$ cat config.mk
export PLATFORM = sky130hd
export DESIGN_NAME = mem_arbiter
export DESIGN_NICKNAME = d
export VERILOG_FILES = /design/src/rtl/mem_arb_pkg.sv /design/src/rtl/arb_rr2.sv /design/src/rtl/mem_arbiter.sv
export SDC_FILE = /design/constraint.sdc
export NUM_CORES = 1
export LEC_CHECK = 0
export BUFFER_PORTS_ARGS = -buffer_cell sky130_fd_sc_hd__buf_4
export CAP_MARGIN = 20
export CORE_MARGIN = 4
export CORE_UTILIZATION = 45
export CTS_BUF_LIST = sky130_fd_sc_hd__clkbuf_8
export DETAILED_ROUTE_END_ITERATION = 10
export GPL_TIMING_DRIVEN = 0
export PLACE_DENSITY = 0.76
export SYNTH_ARGS = -nofsm -noshare
export SYNTH_HDL_FRONTEND = slang
export SYNTH_SLANG_ARGS = --single-unit
$ cat constraint.sdc
create_clock -name I_clk -period 2.04 [get_ports I_clk]
set_input_delay 0.102 -clock I_clk [delete_from_list [all_inputs] [get_ports I_clk]]
set_output_delay 0.102 -clock I_clk [all_outputs]
set_load 0.01 [all_outputs]
$ cat src/rtl/mem_arb_pkg.sv
// Shared definitions for the two-master memory port arbiter: controller
// state encoding, access-size codes, the latched command record and the
// default data word returned when a read is abandoned.
package mem_arb_pkg;

   // Controller states: waiting for a request, driving a command, waiting for read data
   typedef enum logic [1:0] {
      ST_IDLE      = 2'd0,
      ST_ISSUE     = 2'd1,
      ST_WAIT_DATA = 2'd2
   } arb_state_e;

   // Access size codes carried unchanged from requester to memory
   localparam logic [1:0] MEM_SIZE_BYTE = 2'd1;
   localparam logic [1:0] MEM_SIZE_WORD = 2'd2;

   // Read data handed back when the memory never answers
   localparam logic [15:0] TIMEOUT_DATA_DFLT = 16'hFFFF;

   // One memory command as captured at accept time
   typedef struct packed {
      logic        write;
      logic [1:0]  size;
      logic [15:0] addr;
      logic [15:0] wdata;
   } mem_cmd_t;

   // Bundle a requester's loose request fields into a command record
   function automatic mem_cmd_t make_cmd(input logic        write,
                                         input logic [1:0]  size,
                                         input logic [15:0] addr,
                                         input logic [15:0] wdata);
      mem_cmd_t cmd;
      cmd.write = write;
      cmd.size  = size;
      cmd.addr  = addr;
      cmd.wdata = wdata;
      return cmd;
   endfunction

endpackage

$ cat src/rtl/arb_rr2.sv
// Two-way combinational winner select. A lone requester always wins; on a
// tie the winner is requester 0 in fixed-priority mode, otherwise whichever
// requester did not win last time. With nobody requesting, both readies are
// offered so a newly arriving request is taken without a wasted cycle.
module arb_rr2 #(
   parameter int FIXED_PRIO = 0
) (
   input  logic [1:0] exec_i,
   input  logic       last_grant_i,
   output logic       grant_o,
   output logic [1:0] ready_o
);

   logic tie_winner;

   // Tie-break: fixed priority favours requester 0, round-robin favours the one not served last
   assign tie_winner = (FIXED_PRIO != 0) ? 1'b0 : ~last_grant_i;

   // Winner and per-requester ready from the current request pattern
   always_comb begin
      // NOTE: every output gets a default before the case so no path leaves one unassigned (no latch).
      grant_o = 1'b0;
      ready_o = 2'b11;
      unique case (exec_i)
         2'b00: begin
            grant_o = 1'b0;
            ready_o = 2'b11;
         end
         2'b01: begin
            grant_o = 1'b0;
            ready_o = 2'b01;
         end
         2'b10: begin
            grant_o = 1'b1;
            ready_o = 2'b10;
         end
         default: begin
            grant_o = tie_winner;
            ready_o = tie_winner ? 2'b10 : 2'b01;
         end
      endcase
   end

endmodule

$ cat src/rtl/mem_arbiter.sv
// Shares the single external memory port between the core (requester 0)
// and the DMA/peripheral master (requester 1). One transaction is in flight
// at a time: it is accepted in IDLE, replayed on MEM_* during ISSUE until the
// memory takes it, and for reads the answer (or a timeout word) is routed
// back to the requester that owns the transaction.
module mem_arbiter
   import mem_arb_pkg::*;
#(
   parameter int          FIXED_PRIO   = 0,
   parameter int          TIMEOUT      = 255,
   parameter logic [15:0] TIMEOUT_DATA = TIMEOUT_DATA_DFLT
) (
   input  logic        I_clk,
   input  logic        I_reset,
   // requester 0 (core side)
   input  logic        R0_exec,
   input  logic        R0_write,
   input  logic [1:0]  R0_size,
   input  logic [15:0] R0_addr,
   input  logic [15:0] R0_wdata,
   output logic        R0_ready,
   output logic [15:0] R0_data,
   output logic        R0_data_ready,
   // requester 1 (DMA / peripheral master)
   input  logic        R1_exec,
   input  logic        R1_write,
   input  logic [1:0]  R1_size,
   input  logic [15:0] R1_addr,
   input  logic [15:0] R1_wdata,
   output logic        R1_ready,
   output logic [15:0] R1_data,
   output logic        R1_data_ready,
   // external memory port
   input  logic        MEM_ready,
   output logic        MEM_exec,
   output logic        MEM_write,
   output logic [1:0]  MEM_size,
   output logic [15:0] MEM_addr,
   output logic [15:0] MEM_data_out,
   input  logic [15:0] MEM_data_in,
   input  logic        MEM_data_ready,
   // status
   output logic        O_grant,
   output logic        O_busy,
   output logic        O_timeout
);

   // Last counter value spent in WAIT_DATA before the read is abandoned
   localparam logic [15:0] TIMEOUT_LAST = 16'(TIMEOUT - 1);

   arb_state_e  state_q, state_d;
   logic        last_grant_q, last_grant_d;
   logic        grant_q, grant_d;
   mem_cmd_t    cmd_q, cmd_d;
   logic [15:0] cnt_q, cnt_d;
   logic [15:0] r0_data_q, r0_data_d;
   logic [15:0] r1_data_q, r1_data_d;
   logic        r0_dv_q, r0_dv_d;
   logic        r1_dv_q, r1_dv_d;
   logic        tmo_q, tmo_d;

   logic [1:0]  req_exec;
   logic [1:0]  arb_ready;
   logic        arb_grant;
   logic        accept;
   logic        done;
   logic [15:0] done_data;
   mem_cmd_t    r0_cmd, r1_cmd;

   assign req_exec = {R1_exec, R0_exec};
   assign r0_cmd   = make_cmd(R0_write, R0_size, R0_addr, R0_wdata);
   assign r1_cmd   = make_cmd(R1_write, R1_size, R1_addr, R1_wdata);

   arb_rr2 #(
      .FIXED_PRIO (FIXED_PRIO)
   ) u_arb (
      .exec_i       (req_exec),
      .last_grant_i (last_grant_q),
      .grant_o      (arb_grant),
      .ready_o      (arb_ready)
   );

   // Requests are only offered while no transaction is in flight
   assign R0_ready = (state_q == ST_IDLE) & arb_ready[0];
   assign R1_ready = (state_q == ST_IDLE) & arb_ready[1];
   assign accept   = (state_q == ST_IDLE) & |(req_exec & arb_ready);

   // Next-state, command capture, timeout counting and read-data routing
   always_comb begin
      state_d      = state_q;
      last_grant_d = last_grant_q;
      grant_d      = grant_q;
      cmd_d        = cmd_q;
      cnt_d        = cnt_q;
      r0_data_d    = r0_data_q;
      r1_data_d    = r1_data_q;
      r0_dv_d      = 1'b0;
      r1_dv_d      = 1'b0;
      tmo_d        = 1'b0;
      done         = 1'b0;
      done_data    = MEM_data_in;

      unique case (state_q)
         ST_IDLE: begin
            if (accept) begin
               grant_d      = arb_grant;
               last_grant_d = arb_grant;
               cmd_d        = arb_grant ? r1_cmd : r0_cmd;
               state_d      = ST_ISSUE;
            end
         end
         ST_ISSUE: begin
            // Command stays on the bus untouched until the memory takes it
            if (MEM_ready) begin
               state_d = cmd_q.write ? ST_IDLE : ST_WAIT_DATA;
               cnt_d   = '0;
            end
         end
         ST_WAIT_DATA: begin
            // Real data in the last allowed cycle still wins over the timeout
            if (MEM_data_ready) begin
               done      = 1'b1;
               done_data = MEM_data_in;
            end else if (cnt_q == TIMEOUT_LAST) begin
               done      = 1'b1;
               done_data = TIMEOUT_DATA;
               tmo_d     = 1'b1;
            end else begin
               cnt_d = cnt_q + 16'd1;
            end
         end
         default: begin
            state_d = ST_IDLE;
         end
      endcase

      // Only the owner of the transaction sees new data; the other side holds
      if (done) begin
         state_d = ST_IDLE;
         if (grant_q) begin
            r1_data_d = done_data;
            r1_dv_d   = 1'b1;
         end else begin
            r0_data_d = done_data;
            r0_dv_d   = 1'b1;
         end
      end
   end

   // State and output registers with synchronous reset
   always_ff @(posedge I_clk) begin
      // NOTE: sequential state uses non-blocking assignments so every flop samples pre-edge values.
      if (I_reset) begin
         state_q      <= ST_IDLE;
         last_grant_q <= 1'b1;
         grant_q      <= 1'b0;
         cmd_q        <= '0;
         cnt_q        <= '0;
         r0_data_q    <= '0;
         r1_data_q    <= '0;
         r0_dv_q      <= 1'b0;
         r1_dv_q      <= 1'b0;
         tmo_q        <= 1'b0;
      end else begin
         state_q      <= state_d;
         last_grant_q <= last_grant_d;
         grant_q      <= grant_d;
         cmd_q        <= cmd_d;
         cnt_q        <= cnt_d;
         r0_data_q    <= r0_data_d;
         r1_data_q    <= r1_data_d;
         r0_dv_q      <= r0_dv_d;
         r1_dv_q      <= r1_dv_d;
         tmo_q        <= tmo_d;
      end
   end

   assign MEM_exec      = (state_q == ST_ISSUE);
   assign MEM_write     = cmd_q.write;
   assign MEM_size      = cmd_q.size;
   assign MEM_addr      = cmd_q.addr;
   assign MEM_data_out  = cmd_q.wdata;

   assign R0_data       = r0_data_q;
   assign R1_data       = r1_data_q;
   assign R0_data_ready = r0_dv_q;
   assign R1_data_ready = r1_dv_q;

   assign O_grant       = grant_q;
   assign O_busy        = (state_q != ST_IDLE);
   assign O_timeout     = tmo_q;

endmodule

==> results.json <==
{
  "status": "finished clean",
  "start_util": 0.4582,
  "grt_start_max_net_pins": 17,
  "critical_path.max_stage_delay_ns": 0.37,
  "synth_area_leader_cell": "sky130_fd_sc_hd__dfxtp_1",
  "count_of_flip_flops_with_a_built_in_enable_after_synthesis": 0,
  "totalPowerFinal_uw": 4254,
  "hold_path.class": "input pin to register",
  "fp.dieW_um": 102,
  "die_h_um": 102,
  "cp_max_fo": 10,
  "cts_num_sinks": 90,
  "cts_root_buf": "sky130_fd_sc_hd__clkbuf_8",
  "met1_length_um": 4992,
  "netlist_top_cells_area": "sky130_fd_sc_hd__dfxtp_1 45%, sky130_fd_sc_hd__a211oi_1 13%, sky130_fd_sc_hd__mux2i_1 9.1%, sky130_fd_sc_hd__o22ai_1 5.0%, sky130_fd_sc_hd__nor2_1 3.9%",
  "clock_tree.htree_level_count": 3,
  "synth.cells.most_frequent": "90 x sky130_fd_sc_hd__dfxtp_1, 68 x sky130_fd_sc_hd__a211oi_1, 41 x sky130_fd_sc_hd__nor2_1",
  "worst_path_dominant_cell_family": "buffers and inverters",
  "required_ns": 2.26,
  "antenna_found_initial": 0,
  "vias_in_the_first_global_route": 4020,
  "fp.coreArea_um2": 8678,
  "finish.net_count": 711,
  "route.met2.wl_um": 5736,
  "grt_overflow": 0,
  "detailed_place_hpwl_um": 9030,
  "netSwitchingFraction": 0.2816,
  "p_seq_frac": 0.459,
  "max_slew.worst_pin.slew_ns": 0.6239,
  "max_clock_freq_mhz": 526.0,
  "yosysUniqueCellTypes": 49,
  "postCtsSetupBuffers": 0,
  "comb_power_share": 0.212,
  "route.detailed.drc": 0,
  "avgSynthCellArea_um2": 8.996,
  "num_io_pins": 167,
  "critPathLaunchType": "register",
  "final.period_utilization": 0.9319,
  "total_switching_power_uw": 1198,
  "met3_wire_len_um": 1004,
  "critical_path_class": "register to register",
  "wire_length_of_the_first_global_routing_pass_um": 19380,
  "synth-warning-count": 0,
  "cts_made_buffers": 9,
  "cts.clk_slew.worst_paths_ns": 0.10,
  "detailedRoute.firstPassIterationCount": 4,
  "synth_fp_nets": 536,
  "area_growth_syn_to_layout_pct": 43.17,
  "post-synth-top-area-fraction": 0.4531,
  "insertion_delay_to_the_later_sink_of_the_worst_skew_pair_ns": 0.36,
  "syn-cell-area_um2": 3976,
  "cell_internal_pwr_uw": 3056,
  "netlist_instances": 442,
  "slew_violations": 0,
  "max-slew-margin-rel": 0.5840,
  "worst_ep_arrival_time_ns": 2.12,
  "critPathCaptureType": "register",
  "grt_resource_usage_total": 0.2309,
  "tritoncts": "yes",
  "vias_per_cell": 5.526,
  "unrepaired_setup_endpoints_after_global_routing": "false",
  "dominantRegCellSynth": "sky130_fd_sc_hd__dfxtp_1",
  "irDropWorstVdd_uv": 429.4,
  "vias": 4034,
  "die_area_um2": 10400,
  "numPortBuffers": 165,
  "share_clk_of_total_power": 0.329,
  "critical_path_buf_inv_count": 3,
  "routedWlPerCell_um": 16.32,
  "maxUsedRoutingLayer": "met4",
  "clockBufferDepth": 2,
  "route.final.wire_length_um": 11910,
  "clock_skew_ns": 0.01547,
  "ant_nets": 0,
  "final.min_clock_period_ns": 1.901,
  "layout-drive-gt1-share": 0.3505,
  "place_worst_setup_slack_ns": -0.04461,
  "path_cells": "inv_1 > ha_1 > nor4b_4 > and4_1 > buf_4 > a21oi_4 > clkbuf_4 > a211oi_1",
  "layout.filler_cells": 731,
  "async_flop_share": 0,
  "final-hold-violation-count": 0,
  "leakage_power_uw": 0.002322,
  "post-synth-top-count-cell": "sky130_fd_sc_hd__dfxtp_1",
  "finalSetupViolCount": 0,
  "detail_route.iter0.violations": 178,
  "placement_rows": 34,
  "critPathSlowestCell": "sky130_fd_sc_hd__dfxtp_1",
  "n_antenna_cell": 0,
  "cellPowerDensity_nw_per_um2": 747.2,
  "max_cap_violations": 0,
  "ys_seq_elements": 90,
  "gp_routability_congestion": 0.8738,
  "seq_area_frac_synth": 0.4531,
  "layout_setup_ws_ns": 0.1389
}
state kept, by name, summed over array words and instances, names as in the netlist:
| signal | flops |
|---|---|
| MEM_data_out | 16 |
| MEM_addr | 16 |
| cnt_q | 16 |
| last_grant_q | 1 |
| O_timeout | 1 |
| MEM_write | 1 |
| state_q | 2 |
| R0_data | 16 |
| R1_data_ready | 1 |
| O_grant | 1 |
| MEM_size | 2 |
| R0_data_ready | 1 |
| R1_data | 16 |
placed cells by master (no fill, tap or decap), types with 3 or more instances in the layout:
cell type / instances
sky130_fd_sc_hd__clkbuf_4: 3
sky130_fd_sc_hd__nor2_1: 40
sky130_fd_sc_hd__clkbuf_8: 10
sky130_fd_sc_hd__nor3_1: 6
sky130_fd_sc_hd__a211oi_2: 11
sky130_fd_sc_hd__mux2i_1: 36
sky130_fd_sc_hd__or4_1: 5
sky130_fd_sc_hd__a21oi_1: 15
sky130_fd_sc_hd__buf_4: 167
sky130_fd_sc_hd__nand2b_1: 3
sky130_fd_sc_hd__clkbuf_1: 15
sky130_fd_sc_hd__inv_1: 40
sky130_fd_sc_hd__o31ai_1: 7
sky130_fd_sc_hd__buf_2: 5
sky130_fd_sc_hd__o21ai_0: 5
sky130_fd_sc_hd__clkbuf_2: 5
sky130_fd_sc_hd__dfxtp_1: 90
sky130_fd_sc_hd__nand3_1: 6
sky130_fd_sc_hd__or3_1: 3
sky130_fd_sc_hd__a211oi_1: 57
sky130_fd_sc_hd__o22ai_1: 32
sky130_fd_sc_hd__a31oi_1: 4
sky130_fd_sc_hd__nand2_1: 9
cells by family after synthesis:
kind of cell             after synthesis  share of synthesized area
AND/OR/NAND/NOR                       95                     0.1215
AO/OA/AOI/OAI                        145                     0.2536
flip-flops                            90                     0.4531
buffers and inverters                 74                    0.07489
adder cells (fa/ha/maj)                2                   0.006292
multiplexers                          36                    0.09062
stage by stage:
stage | setup TNS (ns) | instance area [µm²] | utilization | hold slack (ns) | instances
2_1_floorplan | 0 | 3976 | - | 0.1813 | 442
3_3_place_gp | 0 | 5350 | 0.6165 | 0.3298 | 715
3_5_place_dp | -0.5051 | 5350 | 0.6165 | 0.3316 | 715
4_1_cts | 0 | 5607 | 0.6461 | 0.07154 | 731
5_1_grt | 0 | 5693 | 0.6560 | 0.08255 | 730
6_report | 0 | 5693 | 0.6560 | 0.07444 | 730
worst register-to-register path, stage by stage, from the launching register on:
cell and delay, ns:
sky130_fd_sc_hd__dfxtp_1 0.37, sky130_fd_sc_hd__inv_1 0.09, sky130_fd_sc_hd__ha_1 0.23, sky130_fd_sc_hd__nor4b_4 0.14, sky130_fd_sc_hd__and4_1 0.15, sky130_fd_sc_hd__buf_4 0.17
sky130_fd_sc_hd__a21oi_4 0.24, sky130_fd_sc_hd__clkbuf_4 0.29, sky130_fd_sc_hd__a211oi_1 0.10
final timing paths:
check | start | to | slack [ns] | cells after the start
worst min-delay path | R0_wdata[3] | MEM_data_out[3] | 0.07 | 3
worst max register to register | cnt_q[0] | R0_data[0] | 0.14 | 8
worst min register to register | R0_data[6] | R0_data[6] | 0.48 | 2
worst max-delay path | cnt_q[0] | R0_data[0] | 0.14 | 8
power groups by stage:
stage               clock, µW  sequential (µW)  combinational, µW
floorplan                   0             2030                396
global placement            0             1980                877
detailed placement          0             1990                890
CTS                      1410             1950                896
global route             1480             1970                986
finish                   1400             1950                901
per-layer routing:
layer / global-route usage / vias to the layer above
li1: - / 1982
met1: 0.2975 / 1875
met2: 0.3788 / 163
met3: 0.05392 / 14
met4: 0.08375 / 0
met5: 0 / -
layout make-up:
cell class	instances	area, µm²	share of cell area
Sequential cell	90	1802	0.3165
Timing Repair Buffer	166	1249	0.2193
Buffer	31	155.1	0.02725
Clock buffer	10	137.6	0.02418
Inverter	41	153.9	0.02703
Tap cell	108	135.1	0.02374
Multi-Input combinational cell	278	1966	0.3453
Clock inverter	6	95.09	0.01670
timing repair:
action / CTS / global route
setup endpoints to repair: 44 / 66
pin swaps: 0 / 1
hold endpoints to repair: 1 / 0
hold buffers: 1 / 0
gates resized for setup: 4 / 29
Power figures use the tool's default switching activity.
